==> src/rtl/memory_stage_pkg.sv <==
// Shared pipeline definitions for the memory-access stage: FSM encoding,
// data-memory direction constants and register index width.
package memory_stage_pkg;

    typedef enum logic {
        StIdle   = 1'b0,
        StAccess = 1'b1
    } state_e;

    localparam logic DmRead  = 1'b0;
    localparam logic DmWrite = 1'b1;

    localparam int unsigned RegIdxW = 5;
    localparam int unsigned WdogW   = 8;

endpackage

==> src/rtl/mem_watchdog.sv <==
// Access timeout counter: counts enabled cycles since the last clear and flags
// the cycle on which the count has reached limit-1 (the abort edge).
module mem_watchdog
    import memory_stage_pkg::*;
(
    input  logic             clock,
    input  logic             reset,
    input  logic             clear,
    input  logic             enable,
    input  logic [WdogW-1:0] limit,
    output logic             expired
);

    logic [WdogW-1:0] count_q, count_d;

    always_comb begin
        count_d = count_q;
        if (clear) begin
            count_d = '0;
        end else if (enable) begin
            count_d = count_q + 8'd1;
        end
    end

    always_ff @(posedge clock or negedge reset) begin
        if (!reset) begin
            count_q <= '0;
        end else begin
            count_q <= count_d;
        end
    end

    assign expired = (count_q == (limit - 8'd1));

endmodule

==> src/rtl/memory_stage.sv <==
// Pipeline memory-access stage: passes ALU results to writeback and runs the
// data-memory request/ready handshake (with timeout) for loads and stores.
module memory_stage
    import memory_stage_pkg::*;
#(
    parameter int unsigned DATA_W         = 32,
    parameter int unsigned TIMEOUT_CYCLES = 255
) (
    input  logic               clock,
    input  logic               reset,
    input  logic               ex_mem_readmem,
    input  logic               ex_mem_writemem,
    input  logic [DATA_W-1:0]  ex_mem_regb,
    input  logic               ex_mem_selwsource,
    input  logic [RegIdxW-1:0] ex_mem_regdest,
    input  logic               ex_mem_writereg,
    input  logic [DATA_W-1:0]  ex_mem_wbvalue,
    output logic               mem_dm_en,
    output logic               mem_dm_rw,
    output logic [DATA_W-1:0]  mem_dm_addr,
    output logic [DATA_W-1:0]  mem_dm_wdata,
    input  logic [DATA_W-1:0]  mem_dm_rdata,
    input  logic               mem_dm_ready,
    output logic               mem_ex_stall,
    output logic [RegIdxW-1:0] mem_wb_regdest,
    output logic               mem_wb_writereg,
    output logic [DATA_W-1:0]  mem_wb_wbvalue,
    output logic               mem_err
);

    localparam logic [WdogW-1:0] Limit = WdogW'(TIMEOUT_CYCLES);

    state_e state_q, state_d;

    logic [RegIdxW-1:0] cap_regdest_q;
    logic               cap_writereg_q;
    logic               cap_selw_q;
    logic               cap_rw_q;
    logic [DATA_W-1:0]  cap_addr_q;
    logic [DATA_W-1:0]  cap_wdata_q;

    logic [RegIdxW-1:0] wb_regdest_q;
    logic               wb_writereg_q;
    logic [DATA_W-1:0]  wb_wbvalue_q;
    logic               err_q;

    logic mem_op;
    logic in_access;
    logic expired;
    logic wdog_clear;
    logic wdog_enable;

    assign mem_op      = ex_mem_readmem | ex_mem_writemem;
    assign in_access   = (state_q == StAccess);
    assign wdog_clear  = (state_q == StIdle) && mem_op;
    assign wdog_enable = in_access && !mem_dm_ready && !expired;

    mem_watchdog u_watchdog (
        .clock   (clock),
        .reset   (reset),
        .clear   (wdog_clear),
        .enable  (wdog_enable),
        .limit   (Limit),
        .expired (expired)
    );

    always_ff @(posedge clock or negedge reset) begin
        if (!reset) begin
            state_q <= StIdle;
        end else begin
            state_q <= state_d;
        end
    end

    // Ready takes priority over expiry on the abort edge.
    always_comb begin
        state_d = state_q;
        unique case (state_q)
            StIdle:   if (mem_op) state_d = StAccess;
            StAccess: if (mem_dm_ready || expired) state_d = StIdle;
            default:  state_d = StIdle;
        endcase
    end

    always_comb begin
        mem_dm_en    = in_access;
        mem_ex_stall = in_access;
        mem_dm_rw    = in_access ? cap_rw_q : DmRead;
        mem_dm_addr  = in_access ? cap_addr_q : '0;
        mem_dm_wdata = in_access ? cap_wdata_q : '0;
    end

    always_ff @(posedge clock or negedge reset) begin
        if (!reset) begin
            cap_regdest_q  <= '0;
            cap_writereg_q <= 1'b0;
            cap_selw_q     <= 1'b0;
            cap_rw_q       <= DmRead;
            cap_addr_q     <= '0;
            cap_wdata_q    <= '0;
            wb_regdest_q   <= '0;
            wb_writereg_q  <= 1'b0;
            wb_wbvalue_q   <= '0;
            err_q          <= 1'b0;
        end else begin
            unique case (state_q)
                StIdle: begin
                    if (mem_op) begin
                        cap_regdest_q  <= ex_mem_regdest;
                        cap_writereg_q <= ex_mem_writereg;
                        cap_selw_q     <= ex_mem_selwsource;
                        cap_rw_q       <= ex_mem_writemem ? DmWrite : DmRead;
                        cap_addr_q     <= ex_mem_wbvalue;
                        cap_wdata_q    <= ex_mem_regb;
                        wb_writereg_q  <= 1'b0;
                    end else begin
                        wb_regdest_q  <= ex_mem_regdest;
                        wb_writereg_q <= ex_mem_writereg;
                        wb_wbvalue_q  <= ex_mem_wbvalue;
                    end
                end
                StAccess: begin
                    if (mem_dm_ready) begin
                        wb_regdest_q  <= cap_regdest_q;
                        wb_writereg_q <= cap_writereg_q;
                        wb_wbvalue_q  <= (cap_selw_q && (cap_rw_q == DmRead)) ?
                                         mem_dm_rdata : cap_addr_q;
                    end else if (expired) begin
                        wb_writereg_q <= 1'b0;
                        err_q         <= 1'b1;
                    end
                end
                default: ;
            endcase
        end
    end

    assign mem_wb_regdest  = wb_regdest_q;
    assign mem_wb_writereg = wb_writereg_q;
    assign mem_wb_wbvalue  = wb_wbvalue_q;
    assign mem_err         = err_q;

endmodule
==> config.mk <==
export PLATFORM = sky130hd
export DESIGN_NAME = memory_stage
export DESIGN_NICKNAME = d
export VERILOG_FILES = /design/src/rtl/memory_stage_pkg.sv /design/src/rtl/mem_watchdog.sv /design/src/rtl/memory_stage.sv
export SDC_FILE = /design/constraint.sdc
export NUM_CORES = 1
export LEC_CHECK = 0
export ABC_AREA = 0
export CORE_MARGIN = 4
export CORE_UTILIZATION = 40
export DETAILED_ROUTE_END_ITERATION = 6
export PLACE_DENSITY = 0.73
export SLEW_MARGIN = 0
export SYNTH_ARGS = -nofsm -noshare
export SYNTH_HDL_FRONTEND = slang
export SYNTH_SLANG_ARGS = --single-unit
==> constraint.sdc <==
create_clock -name clock -period 2.1 [get_ports clock]
set_input_delay 0.42 -clock clock [delete_from_list [all_inputs] [get_ports clock]]
set_output_delay 0.42 -clock clock [all_outputs]
set_load 0.02 [all_outputs]
# Word level (Yosys, flattened, before mapping)
# Cells that the tools add are included.
[op_classes] bitwise=4 n_reduce_logical=11 mux=20 eq_ne=4 n_addsub=1
[ops] operator="32-bit two-way mux" count=5
[ops] operator="32-bit case mux with 2 select lines" count=1
[ops] operator="8-bit two-way mux" count=2
[ops] operator="5-bit two-way mux" count=2
[ops] operator="5-bit case mux with 2 select lines" count=1
[ops] operator="8-bit by 1-bit adder with 8-bit output, second input constant" count=1
[ops] operator="8-bit equality test, second input constant" count=1
[ops] operator="1-bit two-way mux" count=7
[ops] operator="1-bit logical AND" count=4
[ops] operator="2-bit inequality test, second input constant" count=2
[ops] operator="1-bit case mux with 2 select lines" count=2
[ops] operator="2-bit AND reduction" count=2
[ops] operator="3-bit by 2-bit inequality test with 1-bit output, second input constant" count=1
[ops] operator="1-bit NOT" count=3
[ops] operator="3-bit AND reduction" count=1
[ops] operator="1-bit zero test" count=2
[ops] operator="2-bit nonzero test" count=1
[ops] operator="1-bit logical OR" count=1
[ops] operator="1-bit bitwise OR" count=1
[word_totals] ff_bits=120 output_inout_bits=106

# Longest topological paths before layout
# Gate-level depths: netlist (run 1).
[depth] depth_word=5 depth_mapped=6 ltp_nobuf=5

# By module
# From an unflattened synthesis (run 1), not the netlist that was laid out.
[hier_totals] cells_unflattened=556 area_unflattened_um2=6237.2
[by_module_without_submodules] module="memory_stage" instances=1 seq_area_each_um2=2802.7 cells_each=486 area_each_um2=5604.1
[by_module_without_submodules] module="mem_watchdog" instances=1 seq_area_each_um2=200.2 cells_each=70 area_each_um2=633.1

# Least setup slack after synthesis (run 1)
# No wires, ideal clock.
[synth_path] path_type="reg-to-output" startpoint="reg state_q, in the netlist mem_dm_en" endpoint="out mem_dm_addr[10]" arrival_time_ns=1.338 stages_incl_launch_ff=5 n_path_buf=3 required_time_ns=1.680 slack_ns=0.342 cell_sequence="dfrtp_1 > buf_2 > buf_2 > clkbuf_1 > and2_1"
[synth_via] elab_chain_len=1
[synth_rtl] item="start, declared" line="memory_stage.sv:33" source="state_e state_q, state_d;"
[synth_rtl] item="start signal, assigned" line="memory_stage.sv:69" source="state_q <= StIdle;"
[synth_rtl] item="start signal, assigned" line="memory_stage.sv:71" source="state_q <= state_d;"
[synth_rtl] item="32-bit two-way mux" line="memory_stage.sv:89" source="mem_dm_addr = in_access ? cap_addr_q : '0;"
[synth_rtl] item="end, declared" line="memory_stage.sv:20" source="output logic [DATA_W-1:0] mem_dm_addr,"
# Every way passes these cells.

# Worst setup path in the final report (run 1)
[layout_path] startpoint="reg state_q, in the netlist mem_dm_en" endpoint="out mem_dm_addr[11]"
# Same word-level chain as after synthesis.

==> results of run 1 <==
==> placed cells by master, fill, tap and decap left out, types with 2 or more instances in the layout <==
master,Yosys,routed
a211oi_1,33,33
a41oi_1,2,2
and2_1,67,67
and3_1,2,2
and3b_1,33,33
and4b_1,2,2
buf_12,0,9
buf_2,10,2
buf_4,1,16
clkbuf_16,0,17
clkbuf_2,0,30
clkdlybuf4s50_1,0,145
clkinv_2,0,2
clkinv_4,0,3
clkinvlp_4,0,7
dfrtp_1,120,119
dlygate4sd2_1,0,34
ha_1,2,2
inv_1,2,2
mux2_2,73,73
mux2i_1,9,9
nand2_1,6,6
nand3_1,39,39
nand4_1,2,2
nor2_1,35,35
o2111ai_1,2,2
o21ai_0,6,6
o31ai_1,31,31
==> power by group through the flow <==
stage / clock (mW) / sequential, mW / combinational, mW
2_1_floorplan: 0 / 4.07 / 2.58
3_3_place_gp: 0 / 3.74 / 5.39
3_5_place_dp: 0 / 3.79 / 5.48
4_1_cts: 2.81 / 3.76 / 5.24
5_1_grt: 2.94 / 3.86 / 5.50
6_report: 2.74 / 3.75 / 5.11
==> what timing repair did <==
action,4_1_cts,5_1_grt
hold buffers,1,0
setup buffers,2,0
gates resized for setup,79,55
endpoints found under the setup margin,67,33
endpoints found under the hold margin,30,0
==> how the worst max path moves through the flow <==
| stage | end | cells after the start | start | slack [ns] |
|---|---|---|---|---|
| final | mem_dm_addr[11] | 3 | mem_dm_en | 0.11 |
| after global routing | mem_dm_addr[10] | 3 | mem_dm_en | 0.01 |
| after CTS | mem_dm_wdata[12] | 4 | mem_dm_en | 0.0007 |
| after detailed placement | mem_wb_wbvalue[26] | 5 | ex_mem_writemem | -0.02 |
| after global placement | mem_wb_wbvalue[25] | 5 | ex_mem_writemem | 0.07 |
| after floorplan | mem_dm_addr[10] | 4 | mem_dm_en | 0.34 |
==> kinds of logic (layout without fill, tap and decap cells) <==
kind of cell             Yosys count  in the layout  share of synthesized area
AND/OR/NAND/NOR                  189            189                      0.190
flip-flops                       120            120                      0.508
AO/OA/AOI/OAI                     83             83                      0.105
multiplexers                      82             82                      0.154
buffers and inverters             47            272                     0.0377
adder cells (fa/ha/maj)            2              2                    0.00424
==> registers in the layout (all words and copies together) (netlist names) <==
signal and flops:
cap_addr_q 32, cap_wdata_q 32, mem_wb_wbvalue 32, u_watchdog.count_q 8, cap_regdest_q 5, mem_wb_regdest 5
cap_rw_q 1, cap_selw_q 1, cap_writereg_q 1, mem_dm_en 1, mem_err 1, mem_wb_writereg 1
==> cells in the mapped netlist, types with 2 or more instances <==
cell type  number  area (sq um)
a211oi_1       33           248
clkbuf_1       25          93.8
nand2_1         6          22.5
mux2_2         73           822
inv_1           2          7.51
o21ai_0         6          30.0
buf_6           4          45.0
buf_1           5          18.8
and4b_1         2          20.0
mux2i_1         9          90.1
dfrtp_1       120          3000
buf_2          10          50.1
nand3_1        39           195
o2111ai_1       2          17.5
o31ai_1        31           233
ha_1            2          25.0
and2_1         67           419
and3b_1        33           289
nand4_1         2          12.5
nor2_1         35           131
a41oi_1         2          17.5
and3_1          2          12.5
==> routing by layer <==
| metal | part of all wire | wire [microns] |
|---|---|---|
| met5 | 0 | 0 |
| met4 | 0.017 | 293 |
| met3 | 0.094 | 1640 |
| met2 | 0.49 | 8460 |
| met1 | 0.40 | 7040 |
==> per-stage QoR <==
stage,utilization,cells,cell area [sq um]
6_report,0.603,932,8730
3_3_place_gp,0.576,897,8340
4_1_cts,0.612,932,8860
2_1_floorplan,-,523,5910
3_5_place_dp,0.576,897,8340
5_1_grt,0.603,932,8730
==> final cells by class <==
class	instances	area (sq um)	share of cell area
Sequential cell	120	3000	0.344
Clock buffer	18	439	0.0503
Tap cell	184	230	0.0264
Multi-Input combinational cell	356	2690	0.308
Inverter	2	7.51	0.000860
Timing Repair Buffer	238	2230	0.256
Clock inverter	14	128	0.0146
==> results.md, run 1 <==
- Core area: 14500 sq um
- Post-synth net total: 633
- Tightest Hold Check Type: flop to flop
- H-tree depth: 4
- Net count, final: 845
- Synth unique cells: 35
- Most used routing layer: met2
- FF+latch count, synth: 120
- FMAX: 501 MHz
- Arrival time worst endpoint: 1.57 ns
- Crit Path Class: flop to output pin
- Port Buffer Count: 213
- Post-Syn Area: 5910 sq um
- DP Worst Slack: -0.0220 ns
- Crit start category: flop
- Core Rows: 44
- Layout fillers: 1218
- GRT Util Overall: 0.219
- Final hold vios: 0
- Ys async rst share: 1.00
- DP Wirelength: 12.5 mm
- Diodes inserted: 0
- Pwr per Cell Area: 1330 nW/um^2
- Initial antenna violation count: 0
- Clock Latency Late Sink: 0.41 ns
- R2r endpoint: mem_wb_wbvalue[12]
- Full die area: 16800 sq um
- Worst flop-to-flop path startpoint: mem_dm_en
- R2R depth: 6
- CTS root buf: clkbuf_16
- LEAKAGE: 3.94 nW
- Ports: 214
- Worst Hold Depth: 1
- Die X: 130 microns
- Die Height: 130 microns
- Synth Flop Type: dfrtp_1
- Critical path capture point type: output pin
- Status: finished clean
- First-pass GRT wire length: 28.7 mm
- Hold slack: 0.495 ns
- Final setup violation count: 0
- Layout Skew: 0.00470 ns
- P&R area growth vs syn: 47.8%
- Met1 track utilization from global routing: 0.264
- Fraction of the yosys area taken by sequential cells: 0.508
- CP max stage delay: 0.43 ns
- Final setup margin: 0.105 ns
- WL final: 17.4 mm
- Worst hold start: mem_err
- Slowest cell on crit path: dfrtp_2
- Sw Pwr: 4.31 mW
- Pint: 7.29 mW
- Mean Syn Cell Area: 11.3 sq um
- Met3 Track Usage GR: 0.0849
- Pwr Total: 11.6 mW
- Drt wl/cell: 18.7 microns
- Cell count after synthesis: 523
- Clock power share: 0.236
- Critical Path Fanout Max: 44
- Worst vdd ir: 0.667 mV
- Flop pwr share: 0.323
- Worst Tran Pin Value: 0.528 ns
- Share of the clock period used by the worst path: 0.950
- Worst Hold End: mem_err
- CP delay by family, top: buffers and inverters
- First-pass iteration count of the detailed router: 4
- Met2 global-route usage: 0.361
- Logic pwr share: 0.440
- Worst reg2reg setup slack: 0.16 ns
- Number of global-route vias before repair: 5491
- WP data required: 1.68 ns
- Fin Setup TNS: 0 ns
- CTS buffer count: 17
- Clk slew on worst S/H paths: 0.05 ns
- Max-cap viol count: 0
- Final GP Congestion: 0.795
- Sw frac: 0.372
- Drt first-iter violations: 221
- Effective utilization at floorplan: 0.408
- Largest net degree at the start of global routing: 45
- Share of post-route cells with drive strength above 1: 0.222
- Via density: 5.36
- Overflow left after global routing: 0
- Clk sinks: 120
- CTS tree: done
- Post-synth EDFFs: 0
- Warnings, synthesis: 0
- Number of buffers and inverters on the critical path: 2
- CP cell instances: buf_12 > and2_1 > dlygate4sd2_1
- Period minus WS final: 1.99 ns
- CTS max path bufs: 2
- DR DRC count: 0
- Slew Viols, Final: 0
- RSZ-0062 raised after global routing: false
- Via count: 4998
- DRT antenna net count: 0
- Worst slew margin: 0.648
(Power assumes the default switching activity.)
==> run 2: changes to the inputs <==
ABC_AREA = not set   (was 0)
HOLD_SLACK_MARGIN = 0.05   (was not set)
MAX_ROUTING_LAYER = met4   (was not set)
==> run 2 against run 1 <==
  * Die area unchanged
  * Hold slack got worse by 0.0050 ns
  * Register-to-register slack got worse by 0.02 ns
  * Cell area unchanged
  * Critical path depth unchanged
  * Clock-buffer cell count unchanged
  * Sequential power about the same
  * Critical path type unchanged
  * Critical endpoint unchanged
  * Largest power group unchanged
==> results.md, run 2 (synthesized netlist as in run 1, its figures left out) <==
- CTS root buf: clkbuf_16
- CP cell instances: buf_12 > and2_1 > dlygate4sd2_1
- Pwr per Cell Area: 1330 nW/um^2
- Sequential Area: 3000 sq um
- Full die area: 16800 sq um
- Clock Latency Late Sink: 0.41 ns
- Diodes inserted: 0
- Worst flop-to-flop path startpoint: mem_dm_en
- Worst hold start: mem_err
- Status: finished clean
- CTS max path bufs: 2
- DR DRC count: 0
- Final GP Congestion: 0.806
- DP Wirelength: 12.5 mm
- Effective utilization at floorplan: 0.408
- CP max stage delay: 0.43 ns
- RSZ-0062 raised after global routing: false
- Largest net degree at the start of global routing: 45
- Commonest cells after routing, fill and taps aside: clkdlybuf4s50_1, dfrtp_1, mux2_2
- First-pass iteration count of the detailed router: 4
- Max-cap viol count: 0
- Ports: 214
- Number of global-route vias before repair: 5518
- Drt first-iter violations: 286
- Die Height: 130 microns
- Port Buffer Count: 213
- Clk sinks: 120
- CTS tree: done
- Critical Path Fanout Max: 44
- Area of the multi-input gates: 2690 sq um
- Initial antenna violation count: 0
- Number of buffers and inverters on the critical path: 2
- Final setup margin: 0.0933 ns
- Fin Setup TNS: 0 ns
- Via density: 5.38
- Period minus WS final: 2.01 ns
- GRT Util Overall: 0.226
- Worst vdd ir: 0.666 mV
- Crit Path Class: flop to output pin
- Crit path from: mem_dm_en
- Slew Viols, Final: 0
- Flop pwr share: 0.323
- Clock power share: 0.237
- Layout Skew: 0.00459 ns
- Share of the clock period used by the worst path: 0.956
- Tightest Hold Check Type: flop to flop
- Core area: 14500 sq um
- DRT antenna net count: 0
- Clk slew on worst S/H paths: 0.05 ns
- CP delay by family, top: buffers and inverters
- Pint: 7.29 mW
- Worst slew margin: 0.646
- Layout fillers: 1218
- DP Worst Slack: -0.0220 ns
- Final setup violation count: 0
- FMAX: 498 MHz
- CTS buffer count: 17
- Core Rows: 44
- WL final: 17.5 mm
- Slowest cell on crit path: dfrtp_2
- WP data required: 1.68 ns
- Arrival time worst endpoint: 1.59 ns
- Sw frac: 0.372
- Critical path capture point type: output pin
- Via count: 5016
- Share of post-route cells with drive strength above 1: 0.222
- First-pass GRT wire length: 28.6 mm
- Final hold vios: 0
- Net count, final: 845
- Sw Pwr: 4.32 mW
- Logic pwr share: 0.440
- P&R area growth vs syn: 47.8%
- Worst Tran Pin Value: 0.532 ns
- Drt wl/cell: 18.8 microns
- LEAKAGE: 3.94 nW
- Hold slack: 0.490 ns
- H-tree depth: 4
- Commonest non-fill, non-tap cell in the layout: clkdlybuf4s50_1
- Die X: 130 microns
- Overflow left after global routing: 0
- Crit start category: flop
- Post-Layout Cell Count: 932
- Placed Instances: 897
## run 2: path summary, 6_finish.rpt
check                                     end  slack (ns)  depth (start not counted)
max in group asynchronous      cap_wdata_q[9]        0.92                          3
max                           mem_dm_addr[11]        0.09                          3
min in group asynchronous     cap_wdata_q[10]        0.50                          2
min                                   mem_err        0.49                          1
max reg2reg                mem_wb_wbvalue[12]        0.14                          6
min reg2reg                           mem_err        0.49                          1
## run 2: timing repair
action	CTS	global route
setup buffers	2	0
resized for setup	79	55
pin swaps	0	0
endpoints found under the hold margin	30	0
endpoints found under the setup margin	67	33
hold buffers	1	0
## run 2: final cells by class
cell class              count  area share
well taps                 184      0.0264
clock inverters            14      0.0146
repair buffers            238       0.256
multi-input cells         356       0.308
inverters                   2    0.000860
flip-flops and latches    120       0.344
clock buffers              18      0.0503
## run 2: power groups by stage
stage	logic (mW)	registers (mW)	clock network, mW
finish	5.11	3.75	2.75
detailed placement	5.48	3.79	0
global route	5.50	3.86	2.94
floorplan	2.58	4.07	0
CTS	5.24	3.76	2.81
global placement	5.39	3.74	0
## run 2: per-stage QoR
stage                     utilization  power (mW)  cell area (sq um)
after floorplan                     -        6.65               5910
after global placement          0.576        9.13               8340
after detailed placement        0.576        9.27               8340
after CTS                       0.612        11.8               8860
after global routing            0.603        12.3               8730
final                           0.603        11.6               8730
## run 2: layer usage
| metal | GRT usage | vias to the layer above | routed length [microns] |
|---|---|---|---|
| met3 | 0.0754 | 21 | 1500 |
| li1 | - | 2318 | - |
| met2 | 0.361 | 219 | 8520 |
| met4 | 0.0709 | 0 | 265 |
| met1 | 0.273 | 2458 | 7210 |
| met5 | - | - | 0 |
## run 2: worst reg2reg max path, stage by stage, from the launching register on
cell	delay, ns
dfrtp_2	0.45
buf_4	0.17
buf_12	0.15
or3_1	0.40
and2_1	0.21
buf_12	0.17
o31ai_1	0.31
==> run 3: changes to the inputs <==
--- a/constraint.sdc
+++ b/constraint.sdc
@@ -3,2 +3,2 @@
 set_output_delay 0.42 -clock clock [all_outputs]
-set_load 0.02 [all_outputs]
+set_load 0.1 [all_outputs]
==> run 3 against run 2 <==
  * Hold slack better by 0.013 ns
  * Largest cell class unchanged
  * Highest routed layer unchanged
  * Register-to-register slack improved by 0.22 ns
  * Worst setup slack gained 0.0080 ns
  * Critical path type unchanged
  * Sequential cell count did not move
  * Routed wire length up 5.0%
==> results.md, run 3 (synthesized netlist as in run 1, its figures left out) <==
- Status: finished clean
- Ports: 214
- DR DRC count: 0
- Final non-filler cell area: 9700 sq um
- Final setup violation count: 0
- Critical Path Fanout Max: 62
- CTS tree: done
- Effective utilization at floorplan: 0.408
- Via density: 5.57
- Period minus WS final: 2.00 ns
- Sequential Area: 3010 sq um
- P&R area growth vs syn: 64.3%
- Arrival time worst endpoint: 1.58 ns
- Diodes inserted: 0
- Net count, final: 838
- First-pass GRT wire length: 29.0 mm
- CTS resizes: 0
- Core area: 14500 sq um
- Layout fillers: 1071
- Core Rows: 44
- Clk slew on worst S/H paths: 0.06 ns
- DRT antenna net count: 0
- CTS root buf: clkbuf_16
- H-tree depth: 4
- Tightest Hold Check Type: flop to flop
- Commonest cells after routing, fill and taps aside: dfrtp_1, clkdlybuf4s50_1, buf_12
- WL final: 18.4 mm
- Share of the clock period used by the worst path: 0.952
- Clk sinks: 120
- Drt first-iter violations: 233
- Drt wl/cell: 19.8 microns
- CTS max path bufs: 2
- Worst flop-to-flop path startpoint: mem_dm_en
- Worst slew margin: 0.573
- RSZ-0062 raised after global routing: false
- CTS Hold Bufs: 1
- Full die area: 16800 sq um
- Worst reg2reg setup slack: 0.36 ns
- R2R depth: 5
- Area of the multi-input gates: 2840 sq um
- Critical path capture point type: output pin
- Crit Path Class: flop to output pin
- Via count: 5148
- Max-cap viol count: 0
- Port Buffer Count: 213
- Worst Tran Pin Value: 0.641 ns
- Clock Latency Late Sink: 0.41 ns
- Final hold vios: 0
- DP Area: 9030 sq um
- Largest net degree at the start of global routing: 63
- DP Wirelength: 12.9 mm
- Initial antenna violation count: 0
- Number of global-route vias before repair: 5436
- WP data required: 1.68 ns
- Post-CTS Setup Bufs: 0
- Die Height: 130 microns
- Crit path from: mem_dm_en
- Layout Skew: 0.00561 ns
- CTS buffer count: 17
- Share of post-route cells with drive strength above 1: 0.402
- R2r endpoint: mem_wb_wbvalue[13]
- Setup crit end: mem_dm_addr[22]
- GRT Util Overall: 0.230
- Commonest non-fill, non-tap cell in the layout: dfrtp_1
- Final GP Congestion: 0.788
- First-pass iteration count of the detailed router: 4
- Overflow left after global routing: 0
- Crit start category: flop
- FMAX: 500 MHz
- Die X: 130 microns
- Slew Viols, Final: 0
run 3: cell types whose count changed in the layout (fill, tap and decap cells not counted), moves of 5 or more:
cell	before	now
clkbuf_2	30	0
dlygate4sd2_1	34	0
and2_1	67	2
clkdlybuf4s50_1	145	106
and2_2	0	5
buf_12	9	76
and2_4	0	60
buf_4	16	48
run 3: critical path: stages (launching register included):
cell,delay [ns]
dfrtp_4,0.45
buf_12,0.25
and2_4,0.23
buf_12,0.17
run 3: layout make-up:
cell class	count	area share
clock buffers	20	0.0481
clock inverters	12	0.0202
inverters	2	0.000774
multi-input cells	356	0.293
flip-flops and latches	120	0.310
well taps	184	0.0237
repair buffers	231	0.304
run 3: worst min-delay path by stage:
stage / start / to / slack, ns / depth (start not counted)
after global routing: cap_regdest_q[2] / cap_regdest_q[2] / 0.52 / 1
after floorplan: reset / cap_addr_q[0] / 0.12 / 0
after CTS: cap_regdest_q[2] / cap_regdest_q[2] / 0.51 / 1
after global placement: reset / cap_wdata_q[16] / 0.42 / 1
after detailed placement: reset / cap_wdata_q[31] / 0.43 / 1
final: mem_wb_regdest[4] / mem_wb_regdest[4] / 0.50 / 2
run 3: per-layer routing:
layer	up-vias	GRT usage	wire, microns	part of all wire
met4	0	0.0789	407	0.022
li1	2298	-	-	-
met2	257	0.358	8610	0.47
met1	2554	0.272	7310	0.40
met3	39	0.0923	2040	0.11
met5	-	-	0	0
run 3: metrics by stage:
stage	worst slack, ns	hold WS [ns]	utilization	setup TNS (ns)	std cells
after floorplan	-0.0213	0.124	-	-1.28	523
after global routing	0.0277	0.517	0.670	0	925
after CTS	0.0806	0.506	0.670	0	925
after global placement	0.110	0.424	0.624	0	892
after detailed placement	0.0657	0.428	0.624	0	892
final	0.101	0.503	0.670	0	925
Power of run 3 is left out: the tool's default activity adds up to more than one toggle a clock period on the data nets, which glitch-free logic cannot reach.
